==> src/rtl/trng_collector.sv <==
// Entropy consumer: enables the source, samples its raw bit, Von Neumann de-biases the
// samples into WIDTH-bit words for a valid/ready sink and runs a repetition-count health test.
module trng_collector #(
   parameter int WIDTH      = 8,
   parameter int SAMPLE_DIV = 4,
   parameter int WARMUP     = 16,
   parameter int REP_LIMIT  = 8
) (
   input  logic             i_clk,
   input  logic             i_resSyncCircuit,
   input  logic             i_start,
   input  logic             i_random,
   input  logic             i_enChain,
   output logic             o_enSim,
   output logic [WIDTH-1:0] o_data,
   output logic             o_valid,
   input  logic             i_ready,
   output logic             o_healthFail,
   output logic [1:0]       o_state
);

   localparam int CW = $clog2(WIDTH + 1);

   typedef enum logic [1:0] {
      ST_IDLE    = 2'd0,
      ST_WARM    = 2'd1,
      ST_COLLECT = 2'd2,
      ST_HOLD    = 2'd3
   } state_t;

   state_t           state_q, state_d;
   logic [7:0]       div_q, warm_q, run_q, run_next;
   logic [CW-1:0]    cnt_q;
   logic [WIDTH-2:0] sr_q;
   logic [WIDTH-1:0] word_next;
   logic             phase_q, first_q, prev_q;
   logic             run_en, strobe, accept, word_done, warm_done, handshake;

   // Handshake: o_data is offered while o_valid=1 and is taken on the clock edge where
   // o_valid & i_ready; o_valid never drops without that edge except on abort or reset.
   always_comb begin
      run_en    = i_start & i_enChain;
      strobe    = ((state_q == ST_WARM) || (state_q == ST_COLLECT)) &&
                  (div_q == 8'(SAMPLE_DIV - 1));
      accept    = strobe && (state_q == ST_COLLECT) && phase_q && (first_q != i_random);
      word_done = accept && (cnt_q == CW'(WIDTH - 1));
      warm_done = strobe && (state_q == ST_WARM) && (warm_q == 8'(WARMUP - 1));
      handshake = o_valid & i_ready;
      word_next = {first_q, sr_q};

      if ((run_q == 8'd0) || (prev_q != i_random)) run_next = 8'd1;
      else if (run_q == 8'hFF)                     run_next = 8'hFF;
      else                                         run_next = run_q + 8'd1;

      state_d = state_q;
      case (state_q)
         ST_IDLE:    if (run_en)    state_d = (WARMUP == 0) ? ST_COLLECT : ST_WARM;
         ST_WARM:    if (warm_done) state_d = ST_COLLECT;
         ST_COLLECT: if (word_done) state_d = ST_HOLD;
         ST_HOLD:    if (handshake) state_d = ST_COLLECT;
         default:                   state_d = ST_IDLE;
      endcase
      if (!run_en) state_d = ST_IDLE;
   end

   always_ff @(posedge i_clk) begin
      if (i_resSyncCircuit) begin
         state_q      <= ST_IDLE;
         o_enSim      <= 1'b0;
         o_data       <= '0;
         o_valid      <= 1'b0;
         o_healthFail <= 1'b0;
         div_q        <= 8'd0;
         warm_q       <= 8'd0;
         run_q        <= 8'd0;
         cnt_q        <= '0;
         sr_q         <= '0;
         phase_q      <= 1'b0;
         first_q      <= 1'b0;
         prev_q       <= 1'b0;
      end else begin
         state_q <= state_d;
         o_enSim <= i_start;
         if (state_d == ST_IDLE) begin
            // Abort or idle: drop partial word, pair and any pending word; health flag persists.
            div_q   <= 8'd0;
            warm_q  <= 8'd0;
            run_q   <= 8'd0;
            cnt_q   <= '0;
            sr_q    <= '0;
            phase_q <= 1'b0;
            o_valid <= 1'b0;
         end else begin
            if (strobe) div_q <= 8'd0;
            else if ((state_q == ST_WARM) || (state_q == ST_COLLECT)) div_q <= div_q + 8'd1;

            if (strobe) begin
               prev_q <= i_random;
               run_q  <= run_next;
               if (run_next >= 8'(REP_LIMIT)) o_healthFail <= 1'b1;
            end

            if (strobe && (state_q == ST_WARM)) warm_q <= warm_q + 8'd1;
            if (warm_done) phase_q <= 1'b0;

            if (strobe && (state_q == ST_COLLECT)) begin
               phase_q <= ~phase_q;
               if (!phase_q) first_q <= i_random;
            end

            if (accept) begin
               sr_q  <= word_next[WIDTH-1:1];
               cnt_q <= cnt_q + CW'(1);
            end

            if (word_done) begin
               o_data  <= word_next;
               o_valid <= 1'b1;
            end

            if ((state_q == ST_HOLD) && handshake) begin
               o_valid <= 1'b0;
               cnt_q   <= '0;
               phase_q <= 1'b0;
            end
         end
      end
   end

   assign o_state = state_q;

endmodule

==> config.mk <==
export PLATFORM = sky130hd
export DESIGN_NAME = trng_collector
export DESIGN_NICKNAME = d
export VERILOG_FILES = /design/src/rtl/trng_collector.sv
export SDC_FILE = /design/constraint.sdc
export NUM_CORES = 1
export LEC_CHECK = 0
export ABC_AREA = 1
export CAP_MARGIN = 20
export CORE_MARGIN = 2
export CORE_UTILIZATION = 35
export CTS_CLUSTER_DIAMETER = 80
export DETAILED_ROUTE_END_ITERATION = 10
export RECOVER_POWER = 100
export SLEW_MARGIN = 10
export SYNTH_ARGS = -nofsm -noshare
export SYNTH_HDL_FRONTEND = slang
export SYNTH_SLANG_ARGS = --single-unit
==> constraint.sdc <==
create_clock -name i_clk -period 2 [get_ports i_clk]
set_input_delay 0.2 -clock i_clk [delete_from_list [all_inputs] [get_ports i_clk]]
set_output_delay 0.2 -clock i_clk [all_outputs]
set_load 0.03 [all_outputs]
After elaboration in Yosys (flattened, before gate mapping)
Cells that the tools add are included.
{"block": "op_classes", "addsub": 4, "order_cmp": 1, "eq_ne": 9, "mux": 9, "n_bitwise": 4, "n_reduce_logical": 21}
{"operator": "8-bit by 1-bit adder with 8-bit output, second input constant", "count": 3}
{"operator": "8-bit 2-to-1 mux", "count": 2}
{"operator": "8-bit by 2-bit equality test with 1-bit output, second input constant", "count": 1}
{"operator": "8-bit by 4-bit equality test with 1-bit output, second input constant", "count": 1}
{"operator": "8-bit equality test, second input constant", "count": 1}
{"operator": "8-bit by 4-bit greater-or-equal comparator with 1-bit output, second input constant", "count": 1}
{"operator": "1-bit logical AND", "count": 8}
{"operator": "8-bit logical NOT", "count": 1}
{"operator": "2-bit 2-to-1 mux", "count": 4}
{"operator": "2-bit case mux with 4 select lines", "count": 1}
{"operator": "3-bit AND reduction", "count": 2}
{"operator": "3-bit OR reduction", "count": 2}
{"operator": "4-bit by 1-bit adder with 4-bit output, second input constant", "count": 1}
{"operator": "2-bit equality test, second input constant", "count": 2}
{"operator": "4-bit by 3-bit equality test with 1-bit output, second input constant", "count": 1}
{"operator": "2-bit logical NOT", "count": 2}
{"operator": "2-bit AND reduction", "count": 2}
{"operator": "1-bit bitwise AND", "count": 2}
{"operator": "2-bit by 1-bit equality test with 1-bit output, second input constant", "count": 1}
{"operator": "1-bit logical OR", "count": 2}
{"operator": "1-bit 2-to-1 mux", "count": 2}
{"operator": "1-bit != test", "count": 2}
{"operator": "1-bit NOT", "count": 2}
{"operator": "2-bit nonzero test", "count": 1}
{"operator": "2-bit OR reduction", "count": 1}
{"block": "word_totals", "reg_bits": 51, "in_bits": 6, "output_inout_bits": 13, "word_cells": 61}

Longest topological paths before layout
Gate-level depths: netlist (run 1).
{"block": "logic_depth", "word_depth": 13, "depth_mapped": 16, "mapped_depth_nobuf": 16}

Worst setup path after synthesis (run 1)
Ideal clock, no wire load.
{"block": "synth_timing", "path_type": "register -> register", "start": "register state_q[0], in the netlist o_state[0]", "end": "register cnt_q[1]", "setup_time_ns": 0.112, "arrival_ns": 2.298, "t_required_ns": 1.888, "path_slack_ns": -0.409, "stages_incl_launch_ff": 13, "n_path_buf": 0, "period_less_slack_ns": 2.409, "cell_sequence": "dfxtp_1 inv_1 ha_1 nand2_1 nor2_2 nand2_4 nor2_2 inv_1 nor2_4 nand2_4 mux2_4 inv_1 nor2_1"}
{"block": "synth_between", "elab_chain_len": 12, "elab_cells_between_ends": 20, "cone_classes": "eq/ne (3); mux (5); reduce/logical (12)"}
{"element": "start: declaration", "line": "31", "text": "state_t state_q, state_d;"}
{"element": "start signal: assignment", "line": "82", "text": "state_q <= state_d;"}
{"element": "2-bit by 1-bit equality test with 1-bit output or 2-bit equality test (tied branches)"}
{"element": "1-bit logical OR", "line": "43", "text": "strobe = ((state_q == ST_WARM) || (state_q == ST_COLLECT)) &&"}
{"element": "1-bit logical AND", "line": "43"}
{"element": "1-bit logical AND (3 in a row)", "line": "45", "text": "accept = strobe && (state_q == ST_COLLECT) && phase_q && (first_q != i_random);"}
{"element": "1-bit logical AND", "line": "46", "text": "word_done = accept && (cnt_q == CW'(WIDTH - 1));"}
{"element": "2-bit 2-to-1 mux", "line": "59", "text": "ST_COLLECT: if (word_done) state_d = ST_HOLD;"}
{"element": "2-bit case mux with 4 select lines", "line": "56", "text": "case (state_q)"}
{"element": "2-bit 2-to-1 mux", "line": "63", "text": "if (!run_en) state_d = ST_IDLE;"}
{"element": "2-bit logical NOT", "line": "84", "text": "if (state_d == ST_IDLE) begin"}
{"element": "3-bit OR reduction (no source line)"}
{"element": "end signal: assignment", "line": "113", "text": "cnt_q <= cnt_q + CW'(1);"}
{"element": "end: declaration", "line": "33", "text": "logic [CW-1:0] cnt_q;"}
Parallel ways exist; a longest one is shown, timed or not.
A chain may end at the register's enable or synchronous reset.

Worst setup path after layout (run 1)
{"block": "layout_timing", "start": "register state_q[0], in the netlist o_state[0]", "end": "register o_data[2]"}
{"block": "layout_between", "elab_chain_len": 13, "elab_cells_between_ends": 20, "cone_classes": "eq/ne (3); mux (5); bitwise (1); reduce/logical (11)"}
{"element": "2-bit by 1-bit equality test with 1-bit output or 2-bit equality test (tied branches)"}
{"element": "1-bit logical OR", "line": "43"}
{"element": "1-bit logical AND", "line": "43"}
{"element": "1-bit logical AND (3 in a row)", "line": "45"}
{"element": "1-bit logical AND", "line": "46"}
{"element": "2-bit 2-to-1 mux", "line": "59"}
{"element": "2-bit case mux with 4 select lines", "line": "56"}
{"element": "2-bit 2-to-1 mux", "line": "63"}
{"element": "2-bit logical NOT", "line": "84"}
{"element": "1-bit NOT (no source line)"}
{"element": "2-bit AND reduction (no source line) *"}
{"element": "end signal: assignment", "line": "117", "text": "o_data <= word_next;"}
{"element": "end: declaration", "line": "15", "text": "output logic [WIDTH-1:0] o_data,"}
Every way passes the cells marked *; elsewhere a longest branch is shown, timed or not.

==> impl_metrics.json, run 1 <==
{
  "hold_slack_ns": 0.458,
  "start_util": 0.364,
  "port_buffers": 18,
  "pwr_density_cell_nw_per_um2": 542,
  "insertion_delay_ns": 0.30,
  "syn_area_um2": 2650,
  "max_freq_ghz": 0.522,
  "clkTransAtPathRegs_ns": 0.09,
  "timing.final.crit_share": 0.957,
  "pre_cts_slack_ns": 0.0604,
  "critPathMaxFanout": 21,
  "regToRegStartpoint": "o_state[0]",
  "ys_types": 30,
  "maxCapViolations": 0,
  "final_max_slew_viol_count": 0,
  "peakVddDrop_v": 0.000269,
  "die_height_um": 91.1,
  "track_usage": 0.138,
  "wl_um": 5180,
  "cp_top_family": "simple AND/OR/NAND/NOR gates",
  "io_pins": 19,
  "drt-initial-drc-count": 78,
  "place_hpwl_um": 3860,
  "root_buffer": "clkbuf_8",
  "vias": 2257,
  "globalRouteOverflowTotal": 0,
  "grt_max_degree": 22,
  "grt_pass1_vias": 2161,
  "synth_top_area_cell": "dfxtp_1",
  "htree_levels": 2,
  "cpPeakStageDelay_ns": 0.37,
  "dieArea_um2": 8290,
  "cts_buffer_depth": 2,
  "crit_path_start": "o_state[0]",
  "finalPower_mw": 1.76,
  "antenna_found_initial": 0,
  "most-common-layout-cells": "nand2_1 (62), nor2_1 (57), dfxtp_1 (49)",
  "max_slew.worst_pin.slew_ns": 0.442,
  "hold_viol_final": 0,
  "rr_worst_depth": 16,
  "outcome": "complete, no violations",
  "hold_depth": 2,
  "setup_viol": 0,
  "fin_cells": 497,
  "n_antenna_cell": 0,
  "worstHoldStart": "o_healthFail",
  "cp-end-kind": "flop",
  "final_area_um2": 3250,
  "syn2layout_area_growth_pct": 22.5,
  "start_kind": "flop",
  "finClkSkew_ns": 0.0122,
  "die_w_um": 91.1,
  "drc": 0,
  "drive_above_1_share": 0.168,
  "setup-tns-final_ns": 0,
  "min_path_type": "flop to flop",
  "fin_nets": 414,
  "routabilityCongestion": 0.862,
  "rsz0062_at_grt": "true",
  "syn_area_per_cell_um2": 7.39,
  "syn_nets": 375,
  "min_period_ns": 1.91,
  "place_area_um2": 3110,
  "setup.worst_path.class": "flop to flop",
  "core-area_um2": 7290,
  "detail_route.wl_per_cell_um": 10.4,
  "synth_seq_cells": 51,
  "ys_top_cells_by_area": "dfxtp_1 (38%), nand2_1 (8.9%), nor2_1 (8.5%)",
  "ys_warn_count": 0,
  "dp.cells": 489,
  "path_depth": 16,
  "ys_seq_area_frac": 0.385,
  "netlist.area_leader.share": 0.385,
  "postLayoutCoreUtil": 0.445,
  "numClockSinks": 51,
  "routed_via_density": 4.54,
  "grt_pass1_wl_um": 9540,
  "worstPathArrival_ns": 2.11,
  "critPathBufInv": 2,
  "dr.pass1.iters": 4,
  "rows": 31,
  "maxSlewHeadroom": 0.703,
  "cts_tree": "built",
  "final_common_cell": "nand2_1",
  "timing.final.ws_setup_ns": 0.0860,
  "numCtsBuffers": 5,
  "cts_hold_buf": 0,
  "cp.required_ns": 2.20,
  "critPathMostFrequentCell": "nand2_1",
  "cellLeakagePower_nw": 1.29,
  "path_cells": "inv_4 -> ha_4 -> nand2_4 -> nor2_4 -> nand2_4 -> nor2_4 -> nand4_2 -> nand2_1 -> nand2_1 -> nand2_1 -> nand2_2 -> nand2_4 -> buf_12 -> nand3_1 -> nand2_1 -> nor2_1",
  "synth_cells": 359,
  "slowest_stage": "dfxtp_4",
  "postRouteAntennaNets": 0
}
[cell usage after synthesis]
cell and number:
nand2_1 63, nor2_1 60, dfxtp_1 51, inv_1 49, nand3_1 38, a21oi_1 16
xor2_1 11, a21oi_2 10, ha_1 10, o21ai_0 8, nand2_4 6, buf_6 4
nand4_1 4, nor3_1 4, xnor2_1 4, a22oi_1 3, nor2_2 3, buf_1 2
or2_2 2, clkinv_1 1, clkinv_2 1, inv_2 1, mux2_4 1, mux2i_1 1
nand2_2 1, nand3_2 1, nand4_2 1, nor2_4 1, o21a_1 1, xor2_4 1
[routing by layer]
metal  vias to the layer above  part of all wire  global-route usage
li1                       1203                 -                   -
met1                      1018              0.52               0.189
met2                        30              0.44               0.217
met3                         6             0.026              0.0274
met4                         0             0.014              0.0455
met5                         -                 0                   0
[layout make-up]
cell class | count | area [µm²]
clock buffers | 7 | 97.6
fillers | 761 | 4040
inverters | 52 | 203
multi-input cells | 250 | 1430
flip-flops and latches | 51 | 1030
well taps | 99 | 124
repair buffers | 38 | 363
[cells by family (layout without fill, tap and decap cells)]
group,count (synthesis),after routing,share of synthesized area
xor+xnor,16,16,0.0599
flops,51,51,0.385
simple gates,184,184,0.315
compound gates,38,38,0.0896
buf+inv,58,97,0.0939
fa+ha+maj,10,10,0.0472
mux,2,2,0.00943
[power by group]
| part | total, mW | internal [mW] | switching (mW) |
|---|---|---|---|
| clock network | 0.642 | 0.317 | 0.325 |
| logic | 0.102 | 0.0432 | 0.0584 |
| registers | 1.02 | 1.01 | 0.00114 |
| total | 1.76 | 1.37 | 0.384 |
[sequential cells by signal, summed over array words and instances (netlist names)]
name / cells
o_healthFail: 1
o_enSim: 1
run_q: 8
sr_q: 7
cnt_q: 4
div_q: 8
first_q: 1
prev_q: 1
o_data: 8
o_valid: 1
warm_q: 8
o_state: 2
phase_q: 1
[worst min-delay path, cell delays in order (launching register included)]
cell and delay [ns]:
dfxtp_1 0.32, inv_1 0.04, a21oi_1 0.05
[what timing repair did]
action | CTS | global route
endpoints found under the setup margin | 0 | 48
setup buffers | 0 | 1
hold endpoints to repair | 0 | 0
gates resized for setup | 0 | 10
[worst paths after layout]
kind                                      to  slack, ns
worst max-delay path               o_data[2]       0.09
worst min-delay path            o_healthFail       0.46
worst max register to register     o_data[2]       0.09
worst min register to register  o_healthFail       0.46
Power figures use the tool's default switching activity.
==> run 2: changes to the inputs <==
--- a/config.mk
+++ b/config.mk
@@ -12,6 +12,7 @@
 export CTS_CLUSTER_DIAMETER = 80
 export DETAILED_ROUTE_END_ITERATION = 10
 export RECOVER_POWER = 100
+export SKIP_LAST_GASP = 1
 export SLEW_MARGIN = 10
 export SYNTH_ARGS = -nofsm -noshare
 export SYNTH_HDL_FRONTEND = slang
==> results of run 2 <==
No change in the layout: final DEF, timing and power equal those of run 1.
